File: src/rtl/rst_seq_pkg.sv
// Shared types and helpers for the staggered reset sequencer: FSM state
// encoding, a clog2 helper and the legal parameter ranges checked at elaboration.
package rst_seq_pkg;

    typedef enum logic [1:0] {
        ST_HOLD = 2'd0,
        ST_SEQ  = 2'd1,
        ST_RUN  = 2'd2
    } state_t;

    localparam int unsigned NUM_CH_MIN = 1;
    localparam int unsigned NUM_CH_MAX = 16;
    localparam int unsigned CNT_W_MIN  = 1;
    localparam int unsigned CNT_W_MAX  = 31;
    localparam int unsigned FILT_MIN   = 1;

    // Ceiling log2; clog2(1) == 0.
    function automatic int unsigned clog2(input int unsigned value);
        int unsigned res;
        res = 0;
        while ((64'd1 << res) < 64'(value)) begin
            res = res + 1;
        end
        return res;
    endfunction

    // A hold/step count must be nonzero and representable in the counter.
    function automatic bit cnt_in_range(input int unsigned value, input int unsigned width);
        return (value >= 1) && (64'(value) < (64'd1 << width));
    endfunction

endpackage

File: src/rtl/rst_seq_ml_if.sv
// Soft-request input and reset/done outputs of the reset sequencer, grouped
// so the controller side (master) and the sequencer (slave) share one bundle.
interface rst_seq_ml_if #(
    parameter int unsigned NUM_CH = 3
);
    logic              soft_rst_i;
    logic [NUM_CH-1:0] rst_n_o;
    logic              done_o;

    modport master (
        output soft_rst_i,
        input  rst_n_o,
        input  done_o
    );

    modport slave (
        input  soft_rst_i,
        output rst_n_o,
        output done_o
    );
endinterface

File: src/rtl/rst_seq_filt.sv
// Soft-request debounce: accepts a request on the FILT-th consecutive high
// sample and only once per high run; any low sample clears the count.
module rst_seq_filt
    import rst_seq_pkg::*;
#(
    parameter int unsigned FILT = 4
) (
    input  logic clk_i,
    input  logic rst_n_i,
    input  logic req_i,
    output logic acc_o
);

    localparam int unsigned FW = clog2(FILT + 1);

    logic [FW-1:0] cnt_q;

    // The count saturates at FILT, so a held request cannot re-trigger.
    assign acc_o = req_i && (cnt_q == FW'(FILT - 1));

    always_ff @(posedge clk_i or negedge rst_n_i) begin
        if (!rst_n_i) begin
            cnt_q <= '0;
        end else if (!req_i) begin
            cnt_q <= '0;
        end else if (cnt_q != FW'(FILT)) begin
            cnt_q <= cnt_q + FW'(1);
        end
    end

endmodule

File: src/rtl/rst_seq_ml.sv
// Power-on / soft reset sequencer: holds all channels, then releases them one
// by one at STEP spacing. Build with RST_SEQ_SOFT_FILT_EN to debounce soft_rst_i.
module rst_seq_ml
    import rst_seq_pkg::*;
#(
    parameter int unsigned CNT_W    = 20,
    parameter int unsigned NUM_CH   = 3,
    parameter int unsigned HOLD_CNT = 20'hffff0,
    parameter int unsigned SOFT_CNT = 256,
    parameter int unsigned STEP     = 16,
    parameter int unsigned FILT     = 4
) (
    input  logic         clk_i,
    input  logic         rst_n_i,
    rst_seq_ml_if.slave  bus
);

    localparam int unsigned      CH_W      = clog2(NUM_CH) + 1;
    localparam logic [CNT_W-1:0] HOLD_LEN  = CNT_W'(HOLD_CNT);
    localparam logic [CNT_W-1:0] SOFT_LEN  = CNT_W'(SOFT_CNT);
    localparam logic [CNT_W-1:0] STEP_LAST = CNT_W'(STEP - 1);
    localparam logic [CH_W-1:0]  CH_LAST   = CH_W'(NUM_CH - 1);

    if (NUM_CH < NUM_CH_MIN || NUM_CH > NUM_CH_MAX) begin : g_bad_num_ch
        $error("rst_seq_ml: NUM_CH out of range");
    end
    if (CNT_W < CNT_W_MIN || CNT_W > CNT_W_MAX) begin : g_bad_cnt_w
        $error("rst_seq_ml: CNT_W out of range");
    end
    if (!cnt_in_range(HOLD_CNT, CNT_W) || !cnt_in_range(SOFT_CNT, CNT_W)
        || !cnt_in_range(STEP, CNT_W)) begin : g_bad_cnt
        $error("rst_seq_ml: HOLD_CNT/SOFT_CNT/STEP out of range");
    end
    if (FILT < FILT_MIN) begin : g_bad_filt
        $error("rst_seq_ml: FILT out of range");
    end

    logic soft_acc;

`ifdef RST_SEQ_SOFT_FILT_EN
    rst_seq_filt #(
        .FILT (FILT)
    ) u_filt (
        .clk_i   (clk_i),
        .rst_n_i (rst_n_i),
        .req_i   (bus.soft_rst_i),
        .acc_o   (soft_acc)
    );
`else
    assign soft_acc = bus.soft_rst_i;
`endif

    state_t            state_q, state_d;
    logic [CNT_W-1:0]  cnt_q, cnt_d;
    logic [CH_W-1:0]   ch_q, ch_d;
    logic [CNT_W-1:0]  hold_len_q, hold_len_d;
    logic [NUM_CH-1:0] rst_q, rst_d;
    logic              done_q, done_d;

    // NOTE: every target is given its current value first, so no path through
    // this block can leave a signal unassigned and infer a latch.
    always_comb begin
        state_d    = state_q;
        cnt_d      = cnt_q;
        ch_d       = ch_q;
        hold_len_d = hold_len_q;
        rst_d      = rst_q;
        done_d     = done_q;

        if (soft_acc) begin
            // A soft request outranks any release completing this cycle.
            state_d    = ST_HOLD;
            cnt_d      = '0;
            ch_d       = '0;
            hold_len_d = SOFT_LEN;
            rst_d      = '0;
            done_d     = 1'b0;
        end else begin
            unique case (state_q)
                ST_HOLD: begin
                    if (cnt_q == hold_len_q - CNT_W'(1)) begin
                        cnt_d    = '0;
                        rst_d[0] = 1'b1;
                        if (NUM_CH == 1) begin
                            state_d = ST_RUN;
                            done_d  = 1'b1;
                        end else begin
                            state_d = ST_SEQ;
                            ch_d    = CH_W'(1);
                        end
                    end else begin
                        cnt_d = cnt_q + CNT_W'(1);
                    end
                end
                ST_SEQ: begin
                    if (cnt_q == STEP_LAST) begin
                        cnt_d = '0;
                        ch_d  = ch_q + CH_W'(1);
                        for (int k = 0; k < NUM_CH; k++) begin
                            if (ch_q == CH_W'(k)) rst_d[k] = 1'b1;
                        end
                        if (ch_q == CH_LAST) begin
                            state_d = ST_RUN;
                            done_d  = 1'b1;
                        end
                    end else begin
                        cnt_d = cnt_q + CNT_W'(1);
                    end
                end
                ST_RUN: begin
                end
                default: begin
                    state_d = ST_HOLD;
                end
            endcase
        end
    end

    // NOTE: state registers use non-blocking assignments so every flop samples
    // the pre-edge values and the update order inside the block is irrelevant.
    always_ff @(posedge clk_i or negedge rst_n_i) begin
        if (!rst_n_i) begin
            state_q    <= ST_HOLD;
            cnt_q      <= '0;
            ch_q       <= '0;
            hold_len_q <= HOLD_LEN;
            rst_q      <= '0;
            done_q     <= 1'b0;
        end else begin
            state_q    <= state_d;
            cnt_q      <= cnt_d;
            ch_q       <= ch_d;
            hold_len_q <= hold_len_d;
            rst_q      <= rst_d;
            done_q     <= done_d;
        end
    end

    assign bus.rst_n_o = rst_q;
    assign bus.done_o  = done_q;

endmodule

File: src/flat_wrapper.sv
// flat-port wrapper written by rule: the top's interface ports become plain ports
module rst_seq_ml_flat import rst_seq_pkg::*;
#(
    parameter int unsigned CNT_W    = 20,
    parameter int unsigned NUM_CH   = 3,
    parameter int unsigned HOLD_CNT = 20'hffff0,
    parameter int unsigned SOFT_CNT = 256,
    parameter int unsigned STEP     = 16,
    parameter int unsigned FILT     = 4
)
  (clk_i, rst_n_i, bus_soft_rst_i, bus_rst_n_o, bus_done_o);
  rst_seq_ml_if #(.NUM_CH(NUM_CH)) bus_i ();
  input  logic clk_i;
  input  logic rst_n_i;
  input wire logic [$bits(bus_i.soft_rst_i)-1:0] bus_soft_rst_i;
  output wire logic [$bits(bus_i.rst_n_o)-1:0] bus_rst_n_o;
  output wire logic [$bits(bus_i.done_o)-1:0] bus_done_o;
  assign bus_i.soft_rst_i = bus_soft_rst_i;
  assign bus_rst_n_o = bus_i.rst_n_o;
  assign bus_done_o = bus_i.done_o;
  rst_seq_ml #(.CNT_W(CNT_W), .NUM_CH(NUM_CH), .HOLD_CNT(HOLD_CNT), .SOFT_CNT(SOFT_CNT), .STEP(STEP), .FILT(FILT)) u_core (.clk_i(clk_i), .rst_n_i(rst_n_i), .bus(bus_i));
endmodule
File: config.mk
export PLATFORM = sky130hd
export DESIGN_NAME = rst_seq_ml_flat
export DESIGN_NICKNAME = d
export VERILOG_FILES = /design/src/rtl/rst_seq_pkg.sv /design/src/rtl/rst_seq_ml_if.sv /design/src/rtl/rst_seq_filt.sv /design/src/rtl/rst_seq_ml.sv /design/src/flat_wrapper.sv
export SDC_FILE = /design/constraint.sdc
export NUM_CORES = 1
export LEC_CHECK = 0
export BUFFER_PORTS_ARGS = -buffer_cell sky130_fd_sc_hd__clkbuf_2
export CORE_MARGIN = 5
export CORE_UTILIZATION = 30
export CTS_CLUSTER_DIAMETER = 30
export DETAILED_ROUTE_END_ITERATION = 8
export PLACE_DENSITY = 0.55
export SLEW_MARGIN = 5
export SYNTH_ARGS = -nofsm -noshare
export SYNTH_HDL_FRONTEND = slang
export SYNTH_SLANG_ARGS = --single-unit
File: constraint.sdc
create_clock -name clk_i -period 7.65 [get_ports clk_i]
set_clock_uncertainty 0.2 [all_clocks]
set_input_delay 1.53 -clock clk_i [delete_from_list [all_inputs] [get_ports clk_i]]
set_output_delay 1.53 -clock clk_i [all_outputs]
set_load 0.05 [all_outputs]
After elaboration in Yosys (flattened, before gate mapping)
Cells that the tools add are included.

Bits in registers: 44. Input port bits: 3. Logic and storage cells: 58.

Add/sub/neg operators: 3. Equality and inequality tests: 11. Multiplexer cells: 24. Reduce and logical (&&, ||, !) cells: 12.

Operators by type and width (count): two-way mux 20 bit (3); case mux 20 bit (2 select lines) (1); adder 20 x 1 -> 20 bit (second input constant) (1); equality test 20 bit (1); equality test 20 x 4 -> 1 bit (second input constant) (1); subtractor 20 x 1 -> 20 bit (second input constant) (1); two-way mux 3 bit (5); != test 3 x 2 -> 1 bit (second input constant) (4); two-way mux 2 bit (5); AND reduction 3 bit (3); AND reduction 4 bit (2); nonzero test 2 bit (4); two-way mux 1 bit (7); case mux 2 bit (3 select lines) (1); case mux 3 bit (2 select lines) (1); adder 3 x 1 -> 3 bit (second input constant) (1); equality test 3 x 1 -> 1 bit (second input constant) (1); equality test 3 x 2 -> 1 bit (second input constant) (1); logical NOT 3 bit (1); nonzero test 3 bit (1); equality test 2 x 1 -> 1 bit (second input constant) (1); equality test 2 bit (second input constant) (1); logical NOT 2 bit (1); != test 2 bit (second input constant) (1); case mux 1 bit (2 select lines) (1).

Logic depth before layout (Yosys ltp)
Gate-level depths: netlist (run 1).

Word-level depth: 5. Mapped depth: 8. Mapped depth without buffers: 7.

Worst setup path before layout (run 1)
No wires, ideal clock.

Path kind: input -> register. Start: input bus_soft_rst_i. End: register u_core.cnt_q[6]. Setup time: 0.121 ns. Arrival time: 2.415 ns. Data required time: 7.329 ns. Setup slack: 4.914 ns. Stages on the path: 5. Buffers on the path: 2. Cells stage by stage: clkbuf_1 nand2b_1 clkbuf_1 nand2_1 o22a_1.

Longest elaborated chain between the ends: 1.

Ends and longest elaborated chain: start, declared (RTL line flat_wrapper.sv:15) `input wire logic [$bits(bus_i.soft_rst_i)-1:0] bus_soft_rst_i;`; nonzero test 3 bit (no line) or two-way mux 20 bit (tied branches); end signal, assigned (RTL line rst_seq_ml.sv:131) `cnt_q <= cnt_d;`; end, declared (RTL line rst_seq_ml.sv:54) `logic [CNT_W-1:0] cnt_q, cnt_d;`.

Several ways; a longest one is shown, not always the timed one. A chain may end at the register's enable or synchronous reset.

Final worst setup path (run 1)
Start: input bus_soft_rst_i. End: register u_core.cnt_q[18].

Same word-level chain as after synthesis.

==> results of run 1 <==
[placed cells by master (no fill, tap or decap), types with 2 or more instances in the layout]
master	instances
a21o_1	4
a21oi_1	16
a31oi_1	9
a41oi_1	2
and3_1	6
and4_1	3
clkbuf_1	3
clkbuf_2	6
clkbuf_8	5
dfrtp_1	28
ha_1	5
inv_1	6
nand2_1	18
nand2b_1	4
nand3_1	15
nand4_1	3
nor2_1	9
nor2b_1	3
nor3_1	6
nor4_1	4
o211a_1	3
o211ai_1	2
o21ai_0	3
or2b_1	2
or3_1	4
or4_1	2
[path summary, 6_finish.rpt]
check / cells past startpoint / from / slack (ns) / to
setup / recovery: 5 / bus_soft_rst_i / 4.50 / u_core.cnt_q[18]
hold / removal: 2 / u_core.bus.rst_n_o[0] / 0.30 / u_core.bus.rst_n_o[0]
setup reg to reg: 6 / u_core.cnt_q[8] / 4.83 / u_core.cnt_q[18]
hold reg to reg: 2 / u_core.bus.rst_n_o[0] / 0.30 / u_core.bus.rst_n_o[0]
max in group asynchronous: 1 / rst_n_i / 5.68 / u_core.state_q[1]
min in group asynchronous: 1 / rst_n_i / 1.10 / u_core.cnt_q[0]
[logic make-up after synthesis]
| group | Yosys count | share of synthesized area |
|---|---|---|
| AOI/OAI and AO/OA | 44 | 0.174 |
| muxes | 1 | 0.00607 |
| buffers and inverters | 16 | 0.0447 |
| and+or+nand+nor | 87 | 0.292 |
| xor gates and xnor gates | 1 | 0.00531 |
| adders and majority gates | 5 | 0.0379 |
| DFF | 29 | 0.440 |
[critical path: stages]
cell and delay [ns]:
clkbuf_2 0.18, nor2_1 0.23, nand3_1 0.49, or4_1 0.64, nand3_1 0.09
[cell type report]
type / instances / area, um^2
timing repair buffer: 6 / 30.0
tap: 72 / 90.1
inverter: 6 / 22.5
sequential: 29 / 727
clock buffer: 8 / 80.1
multi-input combinational: 138 / 850
fill: 571 / 3640
[flip-flops by register name (all words and copies together) (netlist names)]
| signal | count |
|---|---|
| u_core.bus.rst_n_o | 3 |
| u_core.state_q | 2 |
| u_core.cnt_q | 20 |
| u_core.hold_len_q | 1 |
| u_core.ch_q | 3 |
[routing by layer]
metal  GRT usage  vias up  routed length [um]
met1       0.149      643                1850
met4      0.0570        0                  70
met2       0.158       24                1610
met3      0.0177        5                 113
met5           0        -                   0
li1            -      684                   -
[Yosys cell counts (all sizes together), types with 2 or more instances]
cell / count / area [um^2]
a21oi: 16 / 80.1
or2b: 2 / 15.0
nand4: 3 / 18.8
inv: 6 / 22.5
and4: 3 / 26.3
nor4: 4 / 25.0
a41oi: 2 / 17.5
ha: 5 / 62.6
nand3: 15 / 75.1
and3: 7 / 48.8
a21o: 4 / 30.0
clkbuf: 5 / 18.8
nand2: 18 / 67.6
nor2b: 3 / 18.8
o211a: 3 / 30.0
dfrtp: 28 / 701
or3: 5 / 36.3
or4: 2 / 15.0
buf: 5 / 32.5
o21ai: 3 / 15.0
nand2b: 4 / 25.0
o211ai: 2 / 15.0
nor3: 6 / 30.0
a31oi: 9 / 56.3
nor2: 9 / 33.8
[power by group]
part	total (mW)	leakage, nW	internal [mW]	switching (mW)
registers	0.161	0.397	0.157	0.00433
logic	0.0173	0.385	0.00538	0.0119
clock network	0.120	0.0395	0.0645	0.0554
total	0.299	0.821	0.227	0.0716
==> results_dict.tcl, run 1 <==
set metrics [dict create \
    tightestPinTransition_ns 0.817 \
    start_util 0.303 \
    clk_latency_ns 0.27 \
    grt_overflow 0 \
    root_buffer "clkbuf_8" \
    routed_wl_mm 3.64 \
    cts_hold_buf 0 \
    irDropWorstVdd_mv 0.131 \
    antenna_found_initial 0 \
    required_ns 7.66 \
    outcome "finished, final reports clean" \
    syn_nets 191 \
    ys_seq_area_frac 0.440 \
    grt_max_degree 30 \
    die-area_um2 7080 \
    clkSinkCount 29 \
    max_cap_violations 0 \
    setup_violations 0 \
    grt_usage 0.107 \
    cts_max_path_buffers 2 \
    n_antenna_cell 0 \
    rows 27 \
    ys_ff_latch 29 \
    layout.nets 194 \
    cts_resized 0 \
    clk_pin_slew_ns 0.06 \
    fp.dieH_um 84.2 \
    cts_tree "done" \
    die-width_um 84.2 \
    vias_per_cell 5.24 \
    crit_arrival_ns 3.16 \
    setup_ws_ns 4.50 \
    post_drt_wl_per_cell_um 14.1 \
    postPlaceCellArea_um2 1720 \
    grt_pass1_vias 1219 \
    synthDistinctLibCells 44 \
    synthFlopType "dfrtp_1" \
    whs_ns 0.302 \
    final_util 0.331 \
    criticalPathCategory "in -> reg" \
    rsz0062_at_grt "no" \
    syn_area_um2 1650 \
    drt-initial-drc-count 69 \
    io_pins 7 \
    yosysWarnings 0 \
    hp-class "reg -> reg" \
    slew_viol_final 0 \
    fmax_ghz 0.318 \
    cp_max_fo 16 \
    leakagePower_nw 0.821 \
    cts_setup_buffers 0 \
    dr.pass1.iters 4 \
    gp_congestion 0.760 \
    synth-edff-count 0 \
    area_growth_pct 9.02 \
    crit_path_end_kind "register" \
    route.detailed.drc 0 \
    final_cell_area_um2 1800 \
    async_flop_share 1.00 \
    tns_ns 0 \
    slew_headroom 0.454 \
    dp.cells 251 \
    cts_buffers 5 \
    syn_inst 183 \
    hpwl_mm 2.42 \
    drive_gt1_frac 0.0749 \
    port_buffers 6 \
    power_mw 0.299 \
    final-hold-violation-count 0 \
    avgSynthCellArea_um2 9.02 \
    powerDensity_nw_per_um2 166 \
    fin_cells 259 \
    antenna_left 0 \
    period_needed_ns 3.15 \
    vias 1356 \
    grt_first_pass_wirelength_mm 6.11 \
    fp.coreArea_um2 5440 \
    pre_cts_ws_ns 4.20 \
    crit_path_start_kind "input port" \
    htreeDepth 2 \
    fin_crit_sh 0.412 \
]
(Power assumes the default switching activity.)
==> run 2, diff against run 1 <==
Settings changed: ABC_AREA from default to 1.
Clock period 7.65 ns to 3.1 ns, I/O delays scaled along.
==> run 2 against run 1 <==
Final cell count increased by 32%; combinational power increased to 14 times the previous value; synthesized cell count increased by 40%; critical path type is now reg -> reg; largest power group unchanged.
==> results_dict.tcl, run 2 <==
set metrics [dict create \
    synthDominantCellAreaShare 0.379 \
    syn_nets 265 \
    antenna_left 0 \
    period_needed_ns 2.30 \
    area_growth_pct 10.1 \
    clk_pin_slew_ns 0.06 \
    criticalPathCategory "reg -> reg" \
    worst_r2r_path_depth 8 \
    cts_max_path_buffers 2 \
    rows 28 \
    grt_pass1_vias 1616 \
    slew_headroom 0.494 \
    powerDensity_nw_per_um2 497 \
    whs_ns 0.196 \
    cp_max_fo 20 \
    ys_ff_latch 29 \
    clkSinkCount 29 \
    die-width_um 88.5 \
    top_register "u_core.cnt_q" \
    htreeDepth 2 \
    cts_setup_buffers 0 \
    yosysTopAreaCell "dfrtp_1" \
    syn_inst 257 \
    synthFlopType "dfrtp_1" \
    r2r-end "u_core.cnt_q[4]" \
    syn_area_um2 1850 \
    cts_hold_buf 0 \
    hp-class "in -> async" \
    fp.dieH_um 88.5 \
    fin_crit_sh 0.743 \
    required_ns 3.03 \
    mostFrequentLayoutCells "nand2_1, nor2_1, inv_1, dfrtp_1, nand3_1" \
    crit_arrival_ns 2.24 \
    die-area_um2 7830 \
    vias 1625 \
    layout.nets 274 \
    drt-initial-drc-count 65 \
    rsz0062_at_grt "no" \
    reg2reg_slack_ns 0.80 \
    slew_viol_final 0 \
    cts_resized 0 \
    gp_congestion 0.839 \
    hpwl_mm 3.08 \
    cts_tree "done" \
    grt_max_degree 30 \
    final_util 0.342 \
    antenna_found_initial 0 \
    setup_violations 0 \
    setup_ws_ns 0.796 \
    yosysWarnings 0 \
    tns_ns 0 \
    cts_buffers 5 \
    max_cap_violations 0 \
    fill_cells 633 \
    final-hold-violation-count 0 \
    drive_gt1_frac 0.105 \
    grt_usage 0.127 \
    irDropWorstVdd_mv 0.169 \
    route.detailed.drc 0 \
    yosysMostFrequentCell "nand2_1" \
    timing.rr.start "u_core.cnt_q[0]" \
    final_common_cell "nand2_1" \
    synthDistinctLibCells 27 \
    crit_path_end_kind "register" \
    io_pins 7 \
    crit_path_start_kind "register" \
    tightestPinTransition_ns 0.759 \
    grt_first_pass_wirelength_mm 7.66 \
    start_util 0.311 \
    ys_seq_area_frac 0.393 \
    synth-edff-count 0 \
    synth_area_leaders "dfrtp_1, nand2_1, nor2_1" \
    vias_per_cell 4.75 \
    leakagePower_nw 0.975 \
    grt_overflow 0 \
    pre_cts_ws_ns 0.736 \
    fmax_ghz 0.434 \
    post_drt_wl_per_cell_um 12.4 \
    port_buffers 6 \
    root_buffer "clkbuf_8" \
    outcome "finished, final reports clean" \
    async_flop_share 1.00 \
    clk_latency_ns 0.29 \
    power_mw 1.01 \
    avgSynthCellArea_um2 7.20 \
    netlist_top_cells_count "nand2_1, nor2_1, inv_1" \
    routed_wl_mm 4.25 \
    fp.coreArea_um2 5960 \
    largest_reg_flops 20 \
    n_antenna_cell 0 \
    dr.pass1.iters 5 \
]
## run 2: cell type report
cell class / instances / area (um^2) / area share
clock buffers: 8 / 90.1 / 0.0442
inverters: 30 / 113 / 0.0553
multi-input cells: 193 / 976 / 0.479
flip-flops and latches: 29 / 727 / 0.357
well taps: 75 / 93.8 / 0.0461
repair buffers: 7 / 37.5 / 0.0184
## run 2: per-stage QoR
step | instances | instance area [um^2]
global placement | 334 | 1950
global route | 342 | 2040
floorplan | 257 | 1850
CTS | 342 | 2040
finish | 342 | 2040
detailed placement | 334 | 1950
## run 2: worst max-delay path, stage by stage, from the launching register on
cell and delay (ns):
dfrtp_1 0.39, ha_1 0.22, nand3_2 0.13, nor2_1 0.12, nand2_1 0.07, nor2_2 0.14, nand3_2 0.15, nand2_1 0.54
o21ai_0 0.18
## run 2: how the worst max path moves through the flow
| stage | from | to | slack (ns) |
|---|---|---|---|
| 2_1_floorplan | u_core.bus.rst_n_o[2] | bus_rst_n_o[2] | 1.38 |
| 3_3_place_gp | bus_soft_rst_i | u_core.cnt_q[8] | 0.76 |
| 3_5_place_dp | bus_soft_rst_i | u_core.cnt_q[13] | 0.74 |
| 4_1_cts | u_core.cnt_q[0] | u_core.cnt_q[13] | 0.76 |
| 5_1_grt | u_core.cnt_q[13] | u_core.cnt_q[16] | 0.52 |
| 6_report | u_core.cnt_q[0] | u_core.cnt_q[4] | 0.80 |
## run 2: report_power, final
part           internal, mW  total [mW]  switching [mW]
clock                 0.181       0.329           0.148
combinational        0.0723       0.235           0.162
sequential            0.415       0.450          0.0348
## run 2: cells by family after synthesis
family          share of synthesized area
xor+xnor                           0.0663
buf+inv                            0.0792
compound gates                     0.0677
simple gates                        0.360
flops                               0.393
fa+ha+maj                          0.0338
## run 2: routing by layer
layer | share of wire | vias to the layer above | global-route usage
met1 | 0.48 | 756 | 0.166
met2 | 0.46 | 33 | 0.199
met5 | 0 | - | 0
met4 | 0.027 | 0 | 0.0618
met3 | 0.040 | 11 | 0.0279
li1 | - | 825 | -
